===== config.mk =====
export PLATFORM = sky130hd
export DESIGN_NAME = dut_8bit_adder_expand
export DESIGN_NICKNAME = d
export VERILOG_FILES = /design/src/rtl/dut_8bit_adder_expand.sv
export SDC_FILE = /design/constraint.sdc
export NUM_CORES = 1
export LEC_CHECK = 0
export CORE_UTILIZATION = 51
export DETAILED_ROUTE_END_ITERATION = 7
export GPL_TIMING_DRIVEN = 0
export PLACE_DENSITY_LB_ADDON = 0.12
export REMOVE_ABC_BUFFERS = 1
export SETUP_SLACK_MARGIN = 0.15
export SLEW_MARGIN = 20
export SYNTH_ARGS = -nofsm -noshare
export SYNTH_HDL_FRONTEND = slang
export SYNTH_SLANG_ARGS = --single-unit
export TNS_END_PERCENT = 100

===== constraint.sdc =====
create_clock -name clk -period 3.7 [get_ports clk]
set_input_delay 0.37 -clock clk [delete_from_list [all_inputs] [get_ports clk]]
set_output_delay 0.37 -clock clk [all_outputs]
set_load 0.02 [all_outputs]

===== src/rtl/dut_8bit_adder_expand.sv =====
// Registered 8-bit adder with carry-in and optional programmable offset,
// plus a small descriptor-port register file (CTRL/OFFSET/SCRATCH/LAST_SUM/STATUS).
module dut_8bit_adder_expand (
    input  logic       clk,
    input  logic       reset_n,
    input  logic       Data_val,
    input  logic [7:0] Value_a,
    input  logic [7:0] Value_b,
    input  logic       c_in,
    input  logic [2:0] Des_address,
    input  logic [7:0] Des_value,
    input  logic       Des_req_valid,
    input  logic       Des_wr_rd,
    output logic [7:0] Sum_result,
    output logic       Sum_carry,
    output logic       Data_ready,
    output logic [7:0] Des_rd_value
);

    // Handshake: Data_val qualifies operands on each rising edge and is always
    // accepted (no back-pressure); Data_ready is high for exactly the cycle after
    // an accepted add. Des_req_valid is likewise always accepted in one cycle.
    // reset_n is active-high despite its name.

    localparam logic [2:0] ADDR_CTRL    = 3'd0;
    localparam logic [2:0] ADDR_OFFSET  = 3'd1;
    localparam logic [2:0] ADDR_SCRATCH = 3'd2;
    localparam logic [2:0] ADDR_LASTSUM = 3'd3;
    localparam logic [2:0] ADDR_STATUS  = 3'd4;

    logic [7:0] ctrl_q, ctrl_d;
    logic [7:0] offset_q, offset_d;
    logic [7:0] scratch_q, scratch_d;
    logic       sticky_q, sticky_d;
    logic [7:0] sum_result_q, sum_result_d;
    logic       sum_carry_q, sum_carry_d;
    logic       data_ready_q, data_ready_d;
    logic [7:0] rd_value_q, rd_value_d;

    logic [9:0] total;
    logic [9:0] offset_term;
    logic       total_carry;
    logic       des_wr;
    logic       des_rd;
    logic [7:0] rd_mux;

    always_comb begin
        offset_term = ctrl_q[0] ? {2'b00, offset_q} : 10'd0;
        total       = {2'b00, Value_a} + {2'b00, Value_b} + {9'd0, c_in} + offset_term;
        total_carry = |total[9:8];
        des_wr      = Des_req_valid & Des_wr_rd;
        des_rd      = Des_req_valid & ~Des_wr_rd;

        // Read mux always sees pre-edge contents, so same-edge writes/adds read old data.
        case (Des_address)
            ADDR_CTRL:    rd_mux = ctrl_q;
            ADDR_OFFSET:  rd_mux = offset_q;
            ADDR_SCRATCH: rd_mux = scratch_q;
            ADDR_LASTSUM: rd_mux = sum_result_q;
            ADDR_STATUS:  rd_mux = {6'd0, sticky_q, sum_carry_q};
            default:      rd_mux = 8'h00;
        endcase
    end

    always_comb begin
        ctrl_d       = ctrl_q;
        offset_d     = offset_q;
        scratch_d    = scratch_q;
        sticky_d     = sticky_q;
        sum_result_d = sum_result_q;
        sum_carry_d  = sum_carry_q;
        data_ready_d = 1'b0;
        rd_value_d   = rd_value_q;

        if (des_wr) begin
            case (Des_address)
                ADDR_CTRL:    ctrl_d    = Des_value;
                ADDR_OFFSET:  offset_d  = Des_value;
                ADDR_SCRATCH: scratch_d = Des_value;
                ADDR_STATUS:  sticky_d  = 1'b0;
                default:      ;
            endcase
        end

        if (des_rd) begin
            rd_value_d = rd_mux;
        end

        // A carry on the same edge as a STATUS write wins: the new event stays visible.
        if (Data_val) begin
            sum_result_d = total[7:0];
            sum_carry_d  = total_carry;
            data_ready_d = 1'b1;
            if (total_carry) begin
                sticky_d = 1'b1;
            end
        end
    end

    always_ff @(posedge clk or posedge reset_n) begin
        if (reset_n) begin
            ctrl_q       <= 8'h00;
            offset_q     <= 8'h00;
            scratch_q    <= 8'h00;
            sticky_q     <= 1'b0;
            sum_result_q <= 8'h00;
            sum_carry_q  <= 1'b0;
            data_ready_q <= 1'b0;
            rd_value_q   <= 8'h00;
        end else begin
            ctrl_q       <= ctrl_d;
            offset_q     <= offset_d;
            scratch_q    <= scratch_d;
            sticky_q     <= sticky_d;
            sum_result_q <= sum_result_d;
            sum_carry_q  <= sum_carry_d;
            data_ready_q <= data_ready_d;
            rd_value_q   <= rd_value_d;
        end
    end

    assign Sum_result   = sum_result_q;
    assign Sum_carry    = sum_carry_q;
    assign Data_ready   = data_ready_q;
    assign Des_rd_value = rd_value_q;

endmodule


==> impl_metrics.py, run 1 <==
metrics = {
    "yosys": {
        "async_flop_share_pct": 100.0,
        "synth_warnings": 0,
        "ys_seq_area_share_pct": 44.40,
        "synth_cell_type_count": 39,
        "synth_area_um2": 2424,
        "syn_area_per_cell_um2": 13.17,
        "yosys_most_used_dff": "dfrtp_1",
        "synth.area.top_cells": "dfrtp_1 (44%), mux2_2 (13%), fa_1 (7.4%), mux4_2 (6.5%), ha_1 (4.1%)",
        "ys_top_cells_by_count": "dfrtp_1 (43), mux2_2 (28), fa_1 (9), o21ai_0 (9), ha_1 (8)",
        "synth-edff-count": 0,
        "synth-seq-cells": 43,
        "syn_inst": 184,
        "synth.most_common_cell": "dfrtp_1",
        "yosysTopAreaCellShare_pct": 44.40,
        "yosysTopAreaCell": "dfrtp_1",
    },
    "setup_path": {
        "critPathLaunchType": "register",
        "cp-end-kind": "register",
        "arrival_ns": 3.20,
        "crit_fanout": 10,
        "critPathRequiredTime_ns": 3.90,
        "crit_type": "register to register",
        "rr_worst_depth": 9,
        "reg2reg_slack_ns": 0.70,
    },
    "routing": {
        "wirelength_mm": 4.983,
        "drtIter0Drc": 131,
        "routedWlPerCell_um": 17.30,
        "drc_errors": 10,
        "via_per_inst": 5.934,
        "dr.pass1.iters": 8,
        "num_vias": 1709,
        "final_antenna_net_count": 0,
    },
    "clock_network": {
        "clock_latency_ns": 0.29,
        "cts_tree": "built",
        "clock_sinks": 43,
        "cts_buffers": 5,
        "root_buffer": "clkbuf_8",
        "path_clk_slew_ns": 0.07,
        "postCtsSetupBuffers": 0,
        "cts_hold_buf": 0,
        "ctsResizeCount": 0,
        "cts_max_level": 2,
        "clockBufferDepth": 2,
    },
    "final_layout": {
        "fin_cells": 288,
        "area_delta_synth_final_pct": 26.23,
        "fin_util_pct": 68.37,
        "layout.nets": 287,
        "layout-drive-gt1-share_pct": 21.19,
        "design_area_um2": 3059,
        "insertedDiodeCount": 0,
    },
    "floorplanning": {
        "die_w_um": 70.94,
        "ios": 51,
        "dieArea_um2": 5032,
        "core_area_um2": 4474,
        "start_util_pct": 54.17,
        "num_rows": 24,
        "die_h_um": 70.94,
    },
    "status": {
        "violations": "DRC",
        "status": "finished, violations left",
    },
    "timing": {
        "period_minus_slack_ns": 2.997,
        "finalWorstSetupSlack_ns": 0.7032,
        "tightestPinTransition_ns": 0.7112,
        "fmax_mhz": 333.7,
        "setup_tns_ns": 0,
        "final_max_slew_viol_count": 0,
        "finalSetupViolCount": 0,
        "hold_viol_final": 0,
        "slew_headroom_pct": 52.44,
        "period_share_pct": 81.00,
        "clock_skew_ns": 0.003514,
        "rsz0062_at_grt": "no",
        "hold-worst-slack_ns": 0.3679,
    },
    "hold_path": {
        "min_path_type": "input pin to asynchronous set/reset pin",
    },
    "flow_run": {
        "cap_violations": 0,
    },
    "place": {
        "place_area_um2": 2987,
        "portBuffers": 50,
        "dp_hpwl_mm": 3.965,
        "place_ws_ns": 0.5091,
        "place_inst": 282,
        "gp_congestion": 0.8535,
    },
    "power_and_ir_drop": {
        "p_per_area_nw_per_um2": 557.1,
        "power_leakage_nw": 1.293,
        "ir_drop_uv": 284.5,
        "fin_total_pwr_mw": 1.704,
    },
    "grt": {
        "grt_pass1_wl_mm": 8.535,
        "grt_usage_pct": 22.31,
        "antenna_found_initial": 0,
        "grt.overflow.total": 0,
        "grt_pass1_vias": 1693,
        "grt_start_max_net_pins": 30,
    },
}
==> final cells by class <==
type,instances,area [um2]
Fill cell,329,1415
Tap cell,52,65.06
Sequential cell,43,1076
Clock buffer,6,72.57
Timing Repair Buffer,51,520.5
Inverter,7,26.28
Multi-Input combinational cell,129,1299
==> logic make-up (layout without fill, tap and decap cells) <==
kind of cell | after synthesis | in the layout | synth area share [%]
compound gates | 39 | 39 | 12.03
xor+xnor | 3 | 3 | 1.084
fa+ha+maj | 17 | 17 | 11.56
buf+inv | 12 | 64 | 2.014
flops | 43 | 43 | 44.40
mux | 37 | 37 | 20.34
simple gates | 33 | 33 | 8.571
==> sequential cells by signal (all words and copies together) (netlist names) <==
name,count
Data_ready,1
Des_rd_value,8
Sum_carry,1
Sum_result,8
ctrl_q,8
offset_q,8
scratch_q,8
sticky_q,1
==> critical path, cell delays in order, from the launching register on <==
cell and delay [ns]:
dfrtp_1 0.49, and2_1 0.20, fa_1 0.42, ha_1 0.24
fa_1 0.45, a211oi_2 0.32, nor4_1 0.11, a311oi_1 0.29
o2111ai_1 0.19, a41oi_1 0.21
==> final timing paths <==
| path | end | from |
|---|---|---|
| max in group asynchronous | scratch_q[4] | reset_n |
| min in group clk | Des_rd_value[0] | Des_rd_value[0] |
| max | Sum_carry | ctrl_q[0] |
| min reg2reg | Des_rd_value[0] | Des_rd_value[0] |
| max reg2reg | Sum_carry | ctrl_q[0] |
| min | offset_q[5] | reset_n |
==> report_power, final <==
group | internal (mW) | switching, mW | leakage (nW) | total (mW)
clock network | 0.126 | 0.143 | 0.0371 | 0.269
registers | 0.600 | 0.106 | 0.529 | 0.706
logic | 0.391 | 0.338 | 0.728 | 0.729
total | 1.12 | 0.587 | 1.29 | 1.70
==> layout by cell type, fill, tap and decap left out, drive strengths merged, types with 8 or more instances in the layout <==
cell type | Yosys | final
clkdlybuf4s50 | 0 | 50
dfrtp | 43 | 43
mux2 | 28 | 28
o21ai | 10 | 10
fa | 9 | 9
ha | 8 | 8
==> layer usage <==
layer	track usage (%)	vias to the layer above	wire length (um)
met5	0	-	0
met4	8.000	0	70
met3	3.276	5	164
met2	35.58	52	2419
met1	31.46	856	2330
li1	-	796	-
Power figures use the tool's default switching activity.
==> inputs of run 2 (changes only) <==
--- a/config.mk
+++ b/config.mk
@@ -5,7 +5,7 @@
 export SDC_FILE = /design/constraint.sdc
 export NUM_CORES = 1
 export LEC_CHECK = 0
-export CORE_UTILIZATION = 51
+export CORE_UTILIZATION = 46
 export DETAILED_ROUTE_END_ITERATION = 7
 export GPL_TIMING_DRIVEN = 0
 export PLACE_DENSITY_LB_ADDON = 0.12
==> constraint.sdc (replaced) <==
create_clock -name clk -period 2.7 [get_ports clk]
set_input_delay 0.27 -clock clk [delete_from_list [all_inputs] [get_ports clk]]
set_output_delay 0.27 -clock clk [all_outputs]
set_load 0.02 [all_outputs]
==> run 2 against run 1 <==
Effect of this change:
- hold slack worse by 0.12 ns
- register-to-register slack worse by 0.77 ns
- worst setup slack worse by 0.77 ns
- clock skew up 0.0017 ns
- largest cell class unchanged
- maximum frequency up 8.4%
- largest power group unchanged
- the flow finishes with violations (setup timing)
==> impl_metrics.py, run 2 (synthesized netlist as in run 1, its figures left out) <==
metrics = {
    "status": {
        "status": "finished, violations left",
        "violations": "setup timing",
    },
    "timing": {
        "rsz0062_at_grt": "yes",
        "setup_tns_ns": -0.1689,
        "finalWorstSetupSlack_ns": -0.06393,
        "final_max_slew_viol_count": 0,
        "finalSetupViolCount": 3,
        "tightestPinTransition_ns": 0.7457,
        "hold_viol_final": 0,
        "fmax_mhz": 361.8,
        "clock_skew_ns": 0.005165,
        "slew_headroom_pct": 50.13,
        "period_share_pct": 102.4,
        "period_minus_slack_ns": 2.764,
    },
    "routing": {
        "num_vias": 1721,
        "dr.pass1.iters": 7,
        "via_per_inst": 5.498,
        "routedWlPerCell_um": 17.89,
        "drtIter0Drc": 64,
        "drc_errors": 0,
        "wirelength_mm": 5.601,
        "final_antenna_net_count": 0,
    },
    "setup_path": {
        "reg2reg_to": "Sum_carry",
        "arrival_ns": 2.98,
        "critPathRequiredTime_ns": 2.92,
        "crit_type": "register to register",
        "reg2reg_slack_ns": -0.06,
        "rr_worst_depth": 9,
        "r2r-start": "ctrl_q[0]",
        "critPathLaunchType": "register",
        "crit_fanout": 5,
        "cp-end-kind": "register",
    },
    "clock_network": {
        "clockBufferDepth": 2,
        "cts_max_level": 2,
        "root_buffer": "clkbuf_8",
        "clock_sinks": 43,
        "cts_tree": "built",
        "clock_latency_ns": 0.29,
        "cts_buffers": 5,
        "path_clk_slew_ns": 0.08,
    },
    "final_layout": {
        "layout_common_cells": "clkdlybuf4s50_1 (50), dfrtp_1 (42), mux2_2 (27), fa_1 (8)",
        "fillers": 412,
        "area_delta_synth_final_pct": 33.87,
        "final_common_cell": "clkdlybuf4s50_1",
        "fin_util_pct": 63.93,
        "layout.nets": 292,
        "layout-drive-gt1-share_pct": 29.63,
        "insertedDiodeCount": 0,
    },
    "grt": {
        "grt_use_met3_pct": 4.336,
        "busiest_layer": "met2",
        "antenna_found_initial": 0,
        "grt_usage_pct": 21.65,
        "grt_pass1_wl_mm": 8.638,
        "use_met1_pct": 27.50,
        "grt_start_max_net_pins": 31,
        "grt_pass1_vias": 1777,
        "grtUsageMet2_pct": 36.54,
        "grt.overflow.total": 0,
    },
    "floorplanning": {
        "core_area_um2": 5075,
        "ios": 51,
        "die_h_um": 74.59,
        "die_w_um": 74.59,
        "start_util_pct": 47.76,
        "num_rows": 26,
        "dieArea_um2": 5563,
    },
    "place": {
        "portBuffers": 50,
        "dp_hpwl_mm": 4.268,
        "gp_congestion": 0.8067,
    },
    "flow_run": {
        "cap_violations": 0,
    },
    "power_and_ir_drop": {
        "p_per_area_nw_per_um2": 780.5,
        "power_leakage_nw": 1.351,
        "ir_drop_uv": 386.7,
    },
    "hold_path": {
        "min_path_type": "input pin to asynchronous set/reset pin",
    },
}
[run 2: repair_timing]
action,in CTS,in global routing
hold endpoints to repair,0,0
endpoints found under the setup margin,5,5
pin swaps,11,14
gates resized for setup,13,12
buffers inserted,4,1
hold buffers,0,0
[run 2: worst max path at each step]
stage                     depth (start not counted)         to  slack [ns]  startpoint
after global routing                              9  Sum_carry       -0.16   ctrl_q[0]
final                                             9  Sum_carry       -0.06   ctrl_q[0]
after global placement                            9   sticky_q       -0.31  Value_a[0]
after detailed placement                          9  Sum_carry       -0.39  Value_b[0]
after CTS                                         9  Sum_carry       -0.05   ctrl_q[0]
after floorplan                                   9  Sum_carry        0.04   ctrl_q[0]
[run 2: worst max-delay path, stage by stage (launching register included)]
cell and delay [ns]:
dfrtp_2 0.43, and2_4 0.15, fa_1 0.48, ha_4 0.19, fa_2 0.36, a211oi_4 0.30
nor4_4 0.06, a311oi_2 0.30, o2111ai_2 0.21, a41oi_2 0.20
[run 2: per-layer routing]
metal / share of wire, % / up-vias
met5: 0 / -
met4: 0.71 / 0
met3: 3.0 / 2
met2: 53 / 39
met1: 43 / 882
li1: - / 798
[run 2: per-stage QoR]
stage                     instance area, um2  hold WS, ns  worst slack, ns  total power [mW]  instances
after floorplan                         2401       0.3014          0.04398             1.573        179
after global placement                  2989       0.4606          -0.3055             1.937        299
after detailed placement                3009       0.4703          -0.3949             1.996        300
after CTS                               3169       0.2452         -0.05207             2.458        312
after global routing                    3244       0.2692          -0.1587             2.682        313
final                                   3244       0.2496         -0.06393             2.532        313
[run 2: final cells by class]
class	count	area (um2)	area share, %
Multi-Input combinational cell	129	1408	43.39
Timing Repair Buffer	56	561.8	17.32
Sequential cell	43	1077	33.20
Clock buffer	5	68.82	2.121
Clock inverter	3	15.01	0.4628
Tap cell	70	87.58	2.700
Inverter	7	26.28	0.8099
[run 2: where the power goes]
part,internal (mW),leakage (nW),switching (mW)
clock,0.177,0.0477,0.214
combinational,0.622,0.776,0.552
sequential,0.823,0.527,0.143
==> inputs of run 3 (changes only) <==
--- a/config.mk
+++ b/config.mk
@@ -11,6 +11,7 @@
 export PLACE_DENSITY_LB_ADDON = 0.12
 export REMOVE_ABC_BUFFERS = 1
 export SETUP_SLACK_MARGIN = 0.15
+export SKIP_CTS_REPAIR_TIMING = 1
 export SLEW_MARGIN = 20
 export SYNTH_ARGS = -nofsm -noshare
 export SYNTH_HDL_FRONTEND = slang
==> run 3 against run 2 <==
Effect of this change:
- the flow still finishes with violations (setup timing)
- final area fell by 1.4%
- combinational power shrank 4%
- first-iteration DRC count increased by 33%
- non-clock buffer count shrank 2
- clock power is essentially flat
- clock skew decreased by 0.00068 ns
- critical endpoint unchanged
- largest cell class unchanged
- largest power group unchanged
==> impl_metrics.py, run 3 (synthesized netlist as in run 1, its figures left out) <==
metrics = {
    "grt": {
        "antenna_found_initial": 0,
        "grt_pass1_vias": 1756,
        "grt_usage_pct": 21.37,
        "grt_pass1_wl_mm": 8.535,
        "grt_start_max_net_pins": 31,
        "grt.overflow.total": 0,
    },
    "final_layout": {
        "fillers": 424,
        "layout_common_cells": "clkdlybuf4s50_1 (50), dfrtp_1 (42), mux2_2 (28), o21ai_0 (8)",
        "layout-drive-gt1-share_pct": 28.22,
        "area_delta_synth_final_pct": 31.96,
        "layout.nets": 290,
        "design_area_um2": 3198,
        "final_common_cell": "clkdlybuf4s50_1",
        "insertedDiodeCount": 0,
        "multi_input_area_um2": 1380,
        "final-seq-area_um2": 1077,
    },
    "place": {
        "place_area_um2": 3009,
        "place_ws_ns": -0.3949,
        "portBuffers": 50,
        "dp_hpwl_mm": 4.268,
        "gp_congestion": 0.8067,
    },
    "clock_network": {
        "cts_buffers": 5,
        "cts_max_level": 2,
        "clock_sinks": 43,
        "clock_latency_ns": 0.29,
        "cts_tree": "built",
        "path_clk_slew_ns": 0.08,
        "root_buffer": "clkbuf_8",
        "clockBufferDepth": 2,
    },
    "routing": {
        "via_per_inst": 5.547,
        "wirelength_mm": 5.511,
        "dr.pass1.iters": 5,
        "routedWlPerCell_um": 17.72,
        "final_antenna_net_count": 0,
        "num_vias": 1725,
        "drc_errors": 0,
        "drtIter0Drc": 85,
    },
    "timing": {
        "setup_tns_ns": -0.3250,
        "slew_headroom_pct": 50.11,
        "period_minus_slack_ns": 2.819,
        "rsz0062_at_grt": "yes",
        "hold_viol_final": 0,
        "fmax_mhz": 354.7,
        "finalWorstSetupSlack_ns": -0.1189,
        "clock_skew_ns": 0.004481,
        "finalSetupViolCount": 3,
        "tightestPinTransition_ns": 0.7461,
        "hold-worst-slack_ns": 0.2494,
        "period_share_pct": 104.4,
        "final_max_slew_viol_count": 0,
    },
    "floorplanning": {
        "dieArea_um2": 5563,
        "core_area_um2": 5075,
        "num_rows": 26,
        "die_h_um": 74.59,
        "die_w_um": 74.59,
        "ios": 51,
        "start_util_pct": 47.76,
    },
    "setup_path": {
        "critPathSlowestCell": "fa_1",
        "critPathRequiredTime_ns": 2.92,
        "cp-end-kind": "register",
        "arrival_ns": 3.04,
        "path_delay_family": "adder cells",
        "crit_fanout": 7,
        "rr_worst_depth": 9,
        "critPathLaunchType": "register",
        "worst-path-stages": 9,
        "cpPeakStageDelay_ns": 0.47,
        "crit_chain": "and2_4 > fa_1 > ha_4 > fa_2 > a211oi_4 > nor4_2 > a311oi_1 > o2111ai_2 > a41oi_2",
        "reg2reg_slack_ns": -0.12,
        "r2r-start": "ctrl_q[0]",
        "crit_type": "register to register",
        "crit_buf_inv": 0,
        "reg2reg_to": "Sum_carry",
    },
    "power_and_ir_drop": {
        "p_per_area_nw_per_um2": 773.8,
        "power_leakage_nw": 1.322,
        "ir_drop_uv": 356.9,
    },
    "flow_run": {
        "cap_violations": 0,
    },
    "hold_path": {
        "min_path_type": "input pin to asynchronous set/reset pin",
    },
    "status": {
        "status": "finished, violations left",
        "violations": "setup timing",
    },
}
==> run 3: cell types whose count changed in the layout (fill, tap and decap cells not counted), sizes merged <==
cell,previous run,this run
buf,6,4
==> run 3: final cells by class <==
| class | instances | share of cell area [%] |
|---|---|---|
| multi-input combinational | 129 | 43.15 |
| tap | 70 | 2.739 |
| timing repair buffer | 54 | 16.98 |
| clock inverter | 3 | 0.4695 |
| inverter | 7 | 0.8216 |
| clock buffer | 5 | 2.152 |
| sequential | 43 | 33.69 |
==> run 3: stage by stage <==
| step | instances | utilization (%) | power [mW] |
|---|---|---|---|
| floorplan | 179 | - | 1.573 |
| global placement | 299 | 58.90 | 1.937 |
| detailed placement | 300 | 59.29 | 1.996 |
| CTS | 308 | 60.95 | 2.386 |
| global route | 311 | 63.02 | 2.624 |
| finish | 311 | 63.02 | 2.475 |
==> run 3: worst max path at each step <==
stage               start            end  slack, ns
2_1_floorplan   ctrl_q[0]      Sum_carry       0.04
3_3_place_gp   Value_a[0]       sticky_q      -0.31
3_5_place_dp   Value_b[0]      Sum_carry      -0.39
4_1_cts         ctrl_q[0]      Sum_carry      -0.30
5_1_grt         ctrl_q[0]  Sum_result[6]      -0.21
6_report        ctrl_q[0]      Sum_carry      -0.12
==> run 3: routing by layer <==
layer | vias up | global-route usage (%) | wire [um] | part of all wire (%)
li1 | 797 | - | - | -
met1 | 882 | 27.02 | 2379 | 43
met2 | 42 | 36.14 | 2905 | 53
met3 | 4 | 4.336 | 169 | 3.1
met4 | 0 | 8.176 | 57 | 1.0
met5 | - | 0 | 0 | 0
==> run 3: report_power, final <==
group / leakage (nW) / switching (mW) / internal, mW
logic: 0.747 / 0.525 / 0.594
registers: 0.527 / 0.144 / 0.823
clock network: 0.0477 / 0.211 / 0.177
total: 1.32 / 0.881 / 1.59
